[config.mk]
export PLATFORM = sky130hd
export DESIGN_NAME = scie_pipelined
export DESIGN_NICKNAME = d
export VERILOG_FILES = /design/src/rtl/scie_pkg.sv /design/src/rtl/scie_match_reduce.sv /design/src/rtl/scie_pipelined.sv
export SDC_FILE = /design/constraint.sdc
export NUM_CORES = 1
export LEC_CHECK = 0
export BUFFER_PORTS_ARGS = -buffer_cell sky130_fd_sc_hd__buf_2
export CAP_MARGIN = 25
export CORE_ASPECT_RATIO = 1.75
export CORE_MARGIN = 1.5
export CORE_UTILIZATION = 45
export DETAILED_ROUTE_END_ITERATION = 6
export GPL_TIMING_DRIVEN = 0
export SLEW_MARGIN = 25
export SYNTH_ARGS = -nofsm -noshare
export SYNTH_HDL_FRONTEND = slang
export SYNTH_HIERARCHICAL = 1
export SYNTH_SLANG_ARGS = --single-unit
export TNS_END_PERCENT = 1
[constraint.sdc]
create_clock -name clock -period 27.3 [get_ports clock]
set_input_delay 5.46 -clock clock [delete_from_list [all_inputs] [get_ports clock]]
set_output_delay 5.46 -clock clock [all_outputs]
set_load 0.005 [all_outputs]
[src/rtl/scie_pkg.sv]
// Shared constants and types for the scie_pipelined custom-instruction accelerator.
package scie_pkg;

    localparam int SCIE_XLEN  = 32;
    localparam int SCIE_DEPTH = 8;

    localparam logic [6:0] OP_WRITE = 7'h0B;
    localparam logic [6:0] OP_QUERY = 7'h2B;
    localparam logic [6:0] OP_READ  = 7'h5B;
    localparam logic [6:0] OP_CLEAR = 7'h7B;

    typedef logic signed [SCIE_XLEN-1:0] word_t;

endpackage

[src/rtl/scie_match_reduce.sv]
// Two-stage threshold query: per-entry signed compare registered as a mask,
// then the mask is reduced to the sum of matching indices into the result register.
module scie_match_reduce #(
    parameter int XLEN  = scie_pkg::SCIE_XLEN,
    parameter int DEPTH = scie_pkg::SCIE_DEPTH
) (
    input  logic                    clock,
    input  logic                    reset,
    input  logic                    query_i,
    input  logic [XLEN-1:0]         key_i,
    input  logic [DEPTH*XLEN-1:0]   table_i,
    input  logic [DEPTH-1:0]        valid_i,
    output logic [XLEN-1:0]         result_o
);

    logic [DEPTH-1:0] mask_d;
    logic [DEPTH-1:0] mask_q;
    logic             pend_q;
    logic [XLEN-1:0]  sum_d;
    logic [XLEN-1:0]  result_q;

    genvar gi;
    generate
        for (gi = 0; gi < DEPTH; gi++) begin : g_cmp
            assign mask_d[gi] = valid_i[gi] &&
                                ($signed(table_i[gi*XLEN +: XLEN]) <= $signed(key_i));
        end
    endgenerate

    // Stage 1 captures the mask only on a query so later writes cannot disturb it.
    always_ff @(posedge clock or posedge reset) begin
        if (reset) begin
            mask_q <= '0;
            pend_q <= 1'b0;
        end else begin
            pend_q <= query_i;
            if (query_i) begin
                mask_q <= mask_d;
            end
        end
    end

    always_comb begin
        sum_d = '0;
        for (int i = 0; i < DEPTH; i++) begin
            if (mask_q[i]) begin
                sum_d = sum_d + XLEN'(i);
            end
        end
    end

    always_ff @(posedge clock or posedge reset) begin
        if (reset) begin
            result_q <= '0;
        end else if (pend_q) begin
            result_q <= sum_d;
        end
    end

    assign result_o = result_q;

endmodule

[src/rtl/scie_pipelined.sv]
// SCIE-style accelerator top: value table, opcode decode and io_rd register.
// Define SCIE_CLEAR_EN to enable the CLEAR opcode (drops all valid bits, keeps data).
module scie_pipelined
    import scie_pkg::*;
#(
    parameter int XLEN  = SCIE_XLEN,
    parameter int DEPTH = SCIE_DEPTH
) (
    input  logic            clock,
    input  logic            reset,
    input  logic            io_valid,
    input  logic [31:0]     io_insn,
    input  logic [XLEN-1:0] io_rs1,
    input  logic [XLEN-1:0] io_rs2,
    output logic [XLEN-1:0] io_rd
);

    localparam int IW = (DEPTH > 1) ? $clog2(DEPTH) : 1;

    logic [6:0]            opcode;
    logic                  wr_en;
    logic                  query_en;
    logic                  read_en;
    logic                  clr_en;
    logic [IW-1:0]         wr_idx;
    logic [XLEN-1:0]       table_q [DEPTH];
    logic [DEPTH-1:0]      valid_q;
    logic [DEPTH-1:0]      valid_d;
    logic [DEPTH*XLEN-1:0] table_flat;
    logic [XLEN-1:0]       result;
    logic [XLEN-1:0]       rd_q;

    assign opcode   = io_insn[6:0];
    assign wr_en    = io_valid && (opcode == OP_WRITE);
    assign query_en = io_valid && (opcode == OP_QUERY);
    assign read_en  = io_valid && (opcode == OP_READ);
    assign wr_idx   = io_rs2[IW-1:0];

`ifdef SCIE_CLEAR_EN
    assign clr_en = io_valid && (opcode == OP_CLEAR);
`else
    assign clr_en = 1'b0;
`endif

    logic unused_bits;
    assign unused_bits = ^{io_insn[31:7], io_rs2[XLEN-1:IW]};

    genvar gi;
    generate
        for (gi = 0; gi < DEPTH; gi++) begin : g_entry
            always_ff @(posedge clock or posedge reset) begin
                if (reset) begin
                    table_q[gi] <= '0;
                end else if (wr_en && (wr_idx == IW'(gi))) begin
                    table_q[gi] <= io_rs1;
                end
            end

            // A write in the same cycle as a clear leaves its own entry valid.
            always_comb begin
                valid_d[gi] = clr_en ? 1'b0 : valid_q[gi];
                if (wr_en && (wr_idx == IW'(gi))) begin
                    valid_d[gi] = 1'b1;
                end
            end

            assign table_flat[gi*XLEN +: XLEN] = table_q[gi];
        end
    endgenerate

    always_ff @(posedge clock or posedge reset) begin
        if (reset) begin
            valid_q <= '0;
        end else begin
            valid_q <= valid_d;
        end
    end

    scie_match_reduce #(
        .XLEN  (XLEN),
        .DEPTH (DEPTH)
    ) u_match_reduce (
        .clock    (clock),
        .reset    (reset),
        .query_i  (query_en),
        .key_i    (io_rs1),
        .table_i  (table_flat),
        .valid_i  (valid_q),
        .result_o (result)
    );

    always_ff @(posedge clock or posedge reset) begin
        if (reset) begin
            rd_q <= '0;
        end else if (read_en) begin
            rd_q <= result;
        end
    end

    assign io_rd = rd_q;

endmodule

Word level (Yosys, flattened, before mapping)
Index checks and enable logic that the tools add are counted.
- bits in latches: 0
- memory bits (read-only): 0
- bits in writable memories: 0
- flip-flop bits (word level): 337
- memories: 0
- shift-type cells: 0
- $lt $le $gt $ge: 8
- reductions and logical operators: 20
- multiply operators: 0
- divide/modulo/power cells: 0
- bitwise operators: 0
- mux-type cells: 7
- $add $sub $neg: 6
- equality and inequality tests: 10
- operators by type and width (cell ; number):
    32-bit less-or-equal comparator ; 8
    32-bit two-way mux ; 6
    32-bit by 3-bit adder with 32-bit output (second input constant) ; 4
    32-bit by 2-bit adder with 32-bit output (second input constant) ; 1
    1-bit logical AND ; 19
    3-bit equality test (second input constant) ; 4
    7-bit by 4-bit equality test with 1-bit output (second input constant) ; 1
    7-bit by 6-bit equality test with 1-bit output (second input constant) ; 1
    7-bit equality test (second input constant) ; 1
    3-bit by 2-bit equality test with 1-bit output (second input constant) ; 2
    1-bit by 2-bit adder with 3-bit output (second input constant) ; 1
    3-bit by 1-bit equality test with 1-bit output (second input constant) ; 1
    3-bit zero test ; 1
    1-bit two-way mux ; 1

Longest topological paths before layout
Gate-level depths: netlist (run 1).
- depth after elaboration: 13
- gate-level depth with buffers: 15
- depth with buffers taken out: 15

Modules after synthesis
The synthesis (run 1) kept the hierarchy.
- modules (own cells, without submodules) (module ; instances ; area an instance (µm²) ; cells each ; seq. area each (µm²)):
    scie_pipelined ; 1 ; 11586.1 ; 646 ; 7407.1
    scie_match_reduce ; 1 ; 6157.2 ; 751 ; 375.4

Worst setup path after synthesis (run 1)
No wires, ideal clock.
- path kind: input to register
- from: in io_rs1[31]
- to: reg u_match_reduce.mask_q[1]
- setup slack: 19.984 ns
- stages: 8
- setup time: 0.120 ns
- data required time: 27.180 ns
- path buffers: 0
- arrival: 7.196 ns
- cell sequence: inv_1 ha_1 nand4_1 or2_1 a211oi_1 or4b_1 or3b_1 and3_1
- word-level cells in the longest chain between the ends: 2
- RTL lines (element ; line ; RTL):
    from (decl) ; scie_pipelined.sv:13 ; input logic [XLEN-1:0] io_rs1,
    32-bit less-or-equal comparator ; scie_match_reduce.sv:26 ; ($signed(table_i[gi*XLEN +: XLEN]) <= $signed(key_i));
    1-bit logical AND ; scie_match_reduce.sv:25 ; assign mask_d[gi] = valid_i[gi] &&
    to (signal assigned) ; scie_match_reduce.sv:38 ; mask_q <= mask_d;
    to (decl) ; scie_match_reduce.sv:17 ; logic [DEPTH-1:0] mask_q;
Every way passes these cells.
A chain may end at the register's enable or synchronous reset.

Final worst setup path (run 1)
- from: in io_rs1[31]
- to: reg u_match_reduce.mask_q[5]
Same word-level chain as after synthesis.

==> qor.csv, run 1 <==
stage,metric,value,unit
die,core,35910,sq um
final_layout,final_nets,1785,
power_and_ir_drop,power_density,48.56,nW/um^2
critical_path,cp_slowest_cell,nor3_1,
timing,slew_violations,0,
drt,wl_per_cell,21.55,um
final_layout,nFillCells,3229,
grt,grt_use_total,22.87,%
grt,grt_pass1_vias,11265,
drt,num_vias,10819,
clock_tree,cts_buffers,27,
die,die_h,255.2,um
timing,slew_headroom,38.33,%
grt,gr-total-overflow,0,
run,max-cap-violations,0,
clock_tree,clkTransAtPathRegs,60,ps
power_and_ir_drop,p_leak,10.02,nW
final_layout,fin_util,51.26,%
placed_design,place_hpwl,32.11,mm
drt,vias_per_cell,5.560,
final_layout,drive_gt1_share,29.97,%
die,fp.dieW,147.1,um
clock_tree,ctsResizeCount,0,
timing,hold_violations,0,
timing,setup_violations,0,
grt,grtUsageMet2,43.17,%
critical_path,arrival,8250,ps
status,status,"complete, no violations",
drt,drt_iter0_markers,458,
critical_path,crit_path_max_incr_delay,620,ps
clock_tree,root_buffer,clkbuf_16,
placed_design,gp_congestion,0.8640,
timing,hold-worst-slack,466.7,ps
clock_tree,ctsHtreeMaxLevel,1,
critical_path,start_kind,input port,
yosys,avgSynthCellArea,12.34,sq um
placed_design,io_buffers,75,
critical_path,worstSetupPathType,in2reg,
timing,skew,7.901,ps
grt,grt_pass1_wl,65.33,mm
die,die_area,37550,sq um
clock_tree,clk_latency,560,ps
critical_path,worstPathCellList,buf_2 -> inv_1 -> ha_1 -> nand4_1 -> or2_1 -> nor3_1 -> a31oi_1 -> a31oi_1 -> and3_1,
clock_tree,numClockSinks,278,
final_layout,area_delta_synth_final,12.52,%
clock_tree,post-cts-setup-buffers,0,
critical_path,cp_common_cell,a31oi_1,
clock_tree,hold_buffers,0,
placed_design,dp_cells,1898,
die,initial_core_util,45.55,%
placed_design,place_area,17500,sq um
yosys,syn-instance-count,1326,
final_layout,layout.cells.non_filler,1946,
critical_path,crit_fanout,8,
grt,antenna_found_initial,0,
timing,rsz0062_at_grt,false,
timing,fmax,129.0,MHz
grt,top_usage_layer,met2,
yosys,syn_area,16360,sq um
critical_path,crit_path_end_kind,flip-flop,
clock_tree,cts_tree,yes,
drt,routed_wl,41.94,mm
grt,grt_use_met1,24.21,%
drt,drcViolationCount,0,
grt,grtUsageMet3,2.371,%
timing,finalCritPeriodShare,28.40,%
final_layout,stdcell_area,18410,sq um
hold_path,hp-class,reg2reg,
yosys,synth_warnings,6,
power_and_ir_drop,peakVddDrop,49.27,uV
timing,max_slew.worst_pin.slew,915.4,ps
grt,grt_max_degree,91,
drt,dr.pass1.iters,7,
critical_path,worstPathRequired,27800,ps
timing,setup_tns,0,ps
die,rows,92,
drt,ant_nets,0,
timing,post-route-min-period,7754,ps
die,boundaryPins,131,
clock_tree,clock_path_buffers,3,
-- layout by cell type (no fill, tap or decap), types with 4 or more instances in the layout --
cell type    n
and3_1       8
ha_1       229
nand2_1     38
a31oi_1     15
inv_6        4
xnor2_1      8
buf_2       95
nor2b_1     11
nand3_1     42
buf_4       25
o21ai_0     16
mux2_2     195
nand2b_1     6
nor3_1      20
clkbuf_1     5
a211oi_1     7
clkbuf_16   27
or3b_1       7
nand4_4      4
or4b_1       7
nand4_1     58
dfrtp_1    278
a21o_1      28
buf_6        4
or2_1        7
a211o_1      7
inv_1       52
clkbuf_8     4
nor2_1      20
mux2_4      59
mux2_1       5
a21oi_1    110
buf_12       6
a221o_1      7
conb_1      25
-- path summary, 6_finish.rpt --
kind / start / to / slack [ps] / cells after the start
max: io_rs1[31] / u_match_reduce/mask_q[5] / 19550 / 9
max in group asynchronous: reset / table_flat[213] / 21410 / 4
min reg2reg: valid_q[7] / valid_q[7] / 470 / 1
min in group asynchronous: reset / io_rd[0] / 4850 / 2
max reg2reg: u_match_reduce/mask_q[1] / u_match_reduce/result_o[4] / 24160 / 15
min: valid_q[7] / valid_q[7] / 470 / 1
-- through the flow --
step / total power, W / setup slack [ps]
2_1_floorplan: 0.0004792 / 14600
3_3_place_gp: 0.0005072 / 11290
3_5_place_dp: 0.0005110 / 18960
4_1_cts: 0.0009041 / 19560
5_1_grt: 0.0009307 / 19490
6_report: 0.0008940 / 19550
-- flip-flops by register name, summed over array words and instances (netlist names) --
| signal | cells |
|---|---|
| table_flat | 224 |
| io_rd | 32 |
| u_match_reduce/mask_q | 7 |
| u_match_reduce/pend_q | 1 |
| u_match_reduce/result_o | 7 |
| valid_q | 7 |
-- critical path, delay by kind of cell --
kind / cells / cell delay, ps
and+or+nand+nor: 4 / 1470
adders and majority gates: 1 / 460
AOI/OAI and AO/OA: 2 / 460
buffers and inverters: 2 / 400
-- power breakdown --
part / leakage [nW] / total, W / internal, W / switching, W
Sequential: 3.86 / 0.000426 / 0.000421 / 0.00000486
Combinational: 5.72 / 0.0000764 / 0.0000293 / 0.0000471
Clock: 0.443 / 0.000392 / 0.000222 / 0.000170
-- per-layer routing --
layer / share of wire [%] / wire, um
met1: 37 / 15470
met2: 54 / 22570
met3: 2.6 / 1091
met4: 6.7 / 2807
met5: 0 / 0
-- cell type report --
class                      instances  area (sq um)  area share [%]
multi-input combinational        962          8835           47.99
tap                              470         588.1           3.194
clock buffer                      35         745.7           4.051
sequential                       278          6957           37.79
buffer                            57         460.4           2.501
clock inverter                    12         156.4          0.8496
timing repair buffer              78         457.9           2.488
antenna                            1         2.502         0.01359
inverter                          53         206.4           1.121
(Power assumes the default switching activity.)
==> run 2: changes to the inputs <==
==> constraint.sdc (replaced) <==
create_clock -name clock -period 6.8 [get_ports clock]
set_input_delay 1.36 -clock clock [delete_from_list [all_inputs] [get_ports clock]]
set_output_delay 1.36 -clock clock [all_outputs]
set_load 0.005 [all_outputs]
==> run 2 against run 1 <==
  * Cell count up 0.46%
  * Global-route usage is 0.24 points lower
  * Total power grew to 4.1 times the previous value
  * Count of clock-buffer cells in the layout is 9 higher
  * Combinational power grew to 4.1 times the previous value
  * Register-to-register slack got worse by 20000 ps
  * Clock skew up 4.6 ps
  * Largest power group unchanged
==> qor.csv, run 2 (synthesis results as in run 1) <==
stage,metric,value,unit
power_and_ir_drop,power_density,198.7,nW/um^2
critical_path,crit_path_max_incr_delay,620,ps
clock_tree,cts_tree,yes,
placed_design,place_hpwl,32.43,mm
die,die_h,255.2,um
clock_tree,root_buffer,clkbuf_16,
critical_path,worstSetupPathType,in2reg,
grt,gr-total-overflow,0,
die,core,35910,sq um
drt,drt_iter0_markers,349,
clock_tree,clkTransAtPathRegs,60,ps
final_layout,layout.cells.non_filler,1955,
timing,hold_violations,0,
clock_tree,ctsResizeCount,0,
critical_path,crit_fanout,8,
critical_path,worstPathCellList,buf_2 -> inv_1 -> ha_1 -> nand4_1 -> or2_1 -> nor3_1 -> a31oi_1 -> a31oi_1 -> and3_1,
final_layout,final_cell_mix,"dfrtp_1 (278), ha_1 (229), mux2_2 (195), a21oi_1 (110), buf_2 (95)",
grt,grt_use_met1,23.73,%
power_and_ir_drop,p_leak,10.11,nW
timing,setup_tns,0,ps
placed_design,dp_cells,1904,
critical_path,cp_slowest_cell,nor3_1,
die,initial_core_util,45.55,%
grt,grt_pass1_wl,64.33,mm
clock_tree,clock_path_buffers,3,
grt,top_usage_layer,met2,
drt,vias_per_cell,5.541,
grt,grt_max_degree,31,
critical_path,ff2ff_setup_slack,3680,ps
critical_path,start_kind,input port,
final_layout,largest_reg_flops,224,
drt,wl_per_cell,21.38,um
hold_path,hp-class,reg2reg,
timing,skew,12.47,ps
clock_tree,ctsHtreeMaxLevel,1,
clock_tree,post-cts-setup-buffers,0,
critical_path,reg2reg_to,u_match_reduce/result_o[4],
final_layout,nFillCells,3203,
timing,setup_violations,0,
run,max-cap-violations,0,
critical_path,r2r_start,u_match_reduce/mask_q[1],
critical_path,critPathTopFamily,simple AND/OR/NAND/NOR gates,
critical_path,path_buf_inv,2,
status,status,"complete, no violations",
critical_path,r2r_cells,15,
drt,routed_wl,41.79,mm
die,boundaryPins,131,
placed_design,gp_congestion,0.8905,
final_layout,final_nets,1792,
critical_path,arrival,4090,ps
timing,slew_violations,0,
timing,post-route-min-period,3584,ps
hold_path,min_to,valid_q[2],
grt,grt_use_total,22.64,%
timing,fmax,279.0,MHz
timing,max_slew.worst_pin.slew,891.3,ps
die,rows,92,
timing,finalCritPeriodShare,52.71,%
final_layout,area_delta_synth_final,13.64,%
die,die_area,37550,sq um
grt,grt_pass1_vias,11151,
final_layout,diodes,0,
clock_tree,numClockSinks,278,
drt,ant_nets,0,
placed_design,io_buffers,75,
die,fp.dieW,147.1,um
critical_path,crit_path_end_kind,flip-flop,
clock_tree,hold_buffers,0,
power_and_ir_drop,peakVddDrop,182.9,uV
grt,grtUsageMet3,2.799,%
grt,antenna_found_initial,1,
clock_tree,clk_latency,560,ps
timing,rsz0062_at_grt,false,
drt,dr.pass1.iters,5,
critical_path,worstPathRequired,7300,ps
hold_path,worstHoldStart,valid_q[2],
drt,drcViolationCount,0,
timing,slew_headroom,39.95,%
final_layout,final_common_cell,dfrtp_1,
hold_path,holdPathStages,1,
critical_path,cp_common_cell,a31oi_1,
drt,num_vias,10833,
clock_tree,cts_buffers,28,
final_layout,drive_gt1_share,30.17,%
grt,grtUsageMet2,42.39,%
## run 2: changes by cell type in the layout (fill, tap and decap cells not counted)
| cell | delta |
|---|---|
| inv_8 | -1 |
| clkbuf_1 | +4 |
| clkinv_4 | -1 |
| bufinv_16 | +1 |
| buf_16 | -2 |
| inv_6 | -4 |
| clkbuf_8 | +3 |
| buf_12 | +8 |
| clkbuf_16 | +2 |
| diode_2 | -1 |
## run 2: final cells by class
cell class,count,area [sq um],share of cell area [%]
multi-input combinational,962,8835,47.52
timing repair buffer,84,563.0,3.028
buffer,57,460.4,2.476
clock buffer,44,852.1,4.583
clock inverter,7,135.1,0.7268
inverter,53,202.7,1.090
tap,470,588.1,3.163
sequential,278,6957,37.42
## run 2: metrics by stage
stage                     worst slack, ps  power (W)  hold slack (ps)  cell area (sq um)  utilization, %
after global placement              153.7   0.002037            450.1              17420           48.50
after detailed placement             2642   0.002059            453.5              17610           49.02
after CTS                            3216   0.003739            473.3              18590           51.77
after global routing                 3160   0.003849            486.5              18590           51.77
final                                3216   0.003695            472.3              18590           51.77
after floorplan                      1970   0.001924            435.0              16450               -
## run 2: worst max path at each step
stage | slack, ps | endpoint | cells after the start | start
CTS | 3220 | u_match_reduce/mask_q[3] | 9 | io_rs1[31]
global placement | 150 | io_rd[9] | 2 | reset
global route | 3160 | u_match_reduce/mask_q[5] | 9 | io_rs1[31]
detailed placement | 2640 | u_match_reduce/mask_q[3] | 9 | io_rs1[31]
floorplan | 1970 | io_rd[0] | 1 | reset
finish | 3220 | u_match_reduce/mask_q[5] | 9 | io_rs1[31]
## run 2: where the power goes
part           switching, W  internal (W)  total (W)
logic              0.000190      0.000123   0.000313
registers         0.0000195       0.00169    0.00171
clock network      0.000664       0.00101    0.00167
total              0.000874       0.00282    0.00370
## run 2: routing by layer
metal	vias up	routed length, um	share of wire [%]
met5	-	13	0.031
met4	2	2895	6.9
met3	101	1217	2.9
met2	192	22240	53
met1	5362	15420	37
li1	5176	-	-
==> run 3: changes to the inputs <==
==> constraint.sdc (replaced) <==
create_clock -name clock -period 2.9 [get_ports clock]
set_input_delay 0.58 -clock clock [delete_from_list [all_inputs] [get_ports clock]]
set_output_delay 0.58 -clock clock [all_outputs]
set_load 0.005 [all_outputs]
==> run 3 against run 2 <==
  * Die area unchanged
  * Total power increased by 130%
  * Count of clock-buffer cells in the layout unchanged
  * Critical path depth unchanged
  * Worst hold slack got worse by 400 ps
  * Non-clock buffer count increased by 5
  * Flip-flop and latch count unchanged
  * Critical path type unchanged
  * Largest power group unchanged
==> qor.csv, run 3 (synthesis results as in run 1) <==
stage,metric,value,unit
die,initial_core_util,45.55,%
clock_tree,clk_latency,560,ps
final_layout,final_nets,1797,
clock_tree,cts_buffers,28,
placed_design,place_hpwl,32.43,mm
placed_design,io_buffers,75,
die,fp.dieW,147.1,um
grt,gr-total-overflow,0,
power_and_ir_drop,power_density,463.6,nW/um^2
final_layout,drive_gt1_share,31.21,%
power_and_ir_drop,p_leak,10.15,nW
grt,grt_use_total,22.68,%
hold_path,hp-class,in2async,
placed_design,gp_congestion,0.8905,
clock_tree,root_buffer,clkbuf_16,
drt,drt_iter0_markers,386,
timing,setup_violations,0,
drt,routed_wl,42.04,mm
critical_path,worstPathRequired,3400,ps
clock_tree,clock_path_buffers,3,
final_layout,diodes,0,
clock_tree,numClockSinks,278,
timing,slew_violations,0,
final_layout,final_cell_mix,"dfrtp_1 (278), ha_1 (226), mux2_2 (195), a21oi_1 (110), buf_2 (95)",
timing,slew_headroom,38.20,%
die,rows,92,
power_and_ir_drop,power,0.008670,W
drt,wl_per_cell,21.45,um
timing,fmax,356.4,MHz
clock_tree,clkTransAtPathRegs,60,ps
drt,vias_per_cell,5.544,
timing,post-route-min-period,2806,ps
drt,dr.pass1.iters,4,
clock_tree,hold_buffers,0,
timing,setup_tns,0,ps
critical_path,crit_path_end_kind,flip-flop,
critical_path,path_buf_inv,2,
placed_design,pre_cts_ws,-477.6,ps
final_layout,area_delta_synth_final,14.30,%
drt,num_vias,10866,
run,max-cap-violations,0,
die,core,35910,sq um
die,die_h,255.2,um
critical_path,worstSetupPathType,in2reg,
drt,ant_nets,0,
clock_tree,cts_tree,yes,
timing,finalCritPeriodShare,96.75,%
critical_path,arrival,3310,ps
critical_path,start_kind,input port,
timing,skew,15.54,ps
timing,hold_violations,0,
status,status,"complete, no violations",
die,die_area,37550,sq um
critical_path,critPathTopFamily,simple AND/OR/NAND/NOR gates,
timing,setup_ws,94.17,ps
final_layout,final_common_cell,dfrtp_1,
grt,grt_pass1_wl,64.45,mm
grt,grt_pass1_vias,11182,
timing,max_slew.worst_pin.slew,917.2,ps
critical_path,worstPathCellList,buf_2 -> inv_1 -> ha_1 -> nand4_1 -> or2_1 -> nor3_1 -> a31oi_1 -> a31oi_1 -> and3_1,
grt,antenna_found_initial,1,
critical_path,cp_slowest_cell,nor3_1,
final_layout,fin_util,52.07,%
grt,grt_max_degree,31,
final_layout,largest_reg_flops,224,
die,boundaryPins,131,
clock_tree,ctsHtreeMaxLevel,1,
power_and_ir_drop,peakVddDrop,428.8,uV
critical_path,cp_common_cell,a31oi_1,
drt,drcViolationCount,0,
final_layout,nFillCells,3201,
timing,hold-worst-slack,77.14,ps
critical_path,crit_path_max_incr_delay,620,ps
critical_path,crit_fanout,8,
## run 3: final timing paths
kind / depth (start not counted) / slack, ps / startpoint / endpoint
max in group asynchronous: 5 / 1810 / reset / table_flat[250]
min: 2 / 80 / reset / io_rd[0]
max reg2reg: 15 / 140 / u_match_reduce/mask_q[2] / u_match_reduce/result_o[4]
min in group clock: 2 / 350 / io_rs1[30] / table_flat[126]
max: 9 / 90 / io_rs1[31] / u_match_reduce/mask_q[5]
min reg2reg: 1 / 470 / valid_q[6] / valid_q[6]
## run 3: worst reg2reg max path: stages (launching register included)
cell and delay (ps):
dfrtp_1 380, inv_2 70, ha_4 260, and2_4 150, nor2_2 40, ha_2 310, nand2_1 70, o31ai_4 90
inv_1 120, ha_4 180, nor2b_4 120, xnor2_2 90, xnor2_2 160, a211oi_2 230, xor2_1 100, mux2_4 260
## run 3: power breakdown
group          switching [W]  internal [W]  total (W)
clock network        0.00156       0.00236    0.00392
logic               0.000446      0.000289   0.000735
registers          0.0000458       0.00397    0.00401
total                0.00205       0.00662    0.00867
## run 3: per-stage QoR
step / instance area (sq um) / instances
after floorplan: 16450 / 1350
after detailed placement: 17610 / 1904
after global routing: 18700 / 1960
after CTS: 18620 / 1957
after global placement: 17420 / 1895
final: 18700 / 1960
## run 3: per-layer routing
metal | GRT usage (%) | vias up | routed length, um
met5 | 0 | - | 11
met4 | 15.00 | 2 | 3042
met3 | 2.799 | 100 | 1268
met2 | 42.33 | 187 | 22250
met1 | 23.73 | 5398 | 15470
li1 | - | 5179 | -
## run 3: layout make-up
cell class / count / area (sq um) / share of cell area, %
timing repair buffer: 89 / 600.6 / 3.212
buffer: 57 / 460.4 / 2.462
sequential: 278 / 6957 / 37.20
clock inverter: 7 / 135.1 / 0.7226
tap: 470 / 588.1 / 3.145
inverter: 53 / 202.7 / 1.084
clock buffer: 44 / 852.1 / 4.556
multi-input combinational: 962 / 8905 / 47.62
## run 3: timing repair
| item | CTS | global route |
|---|---|---|
| gates resized for setup | 2 | 12 |
| pin swaps | 2 | 6 |
| endpoints found under the setup margin | 3 | 3 |
| setup buffers | 2 | 3 |
| cloned | 0 | 0 |
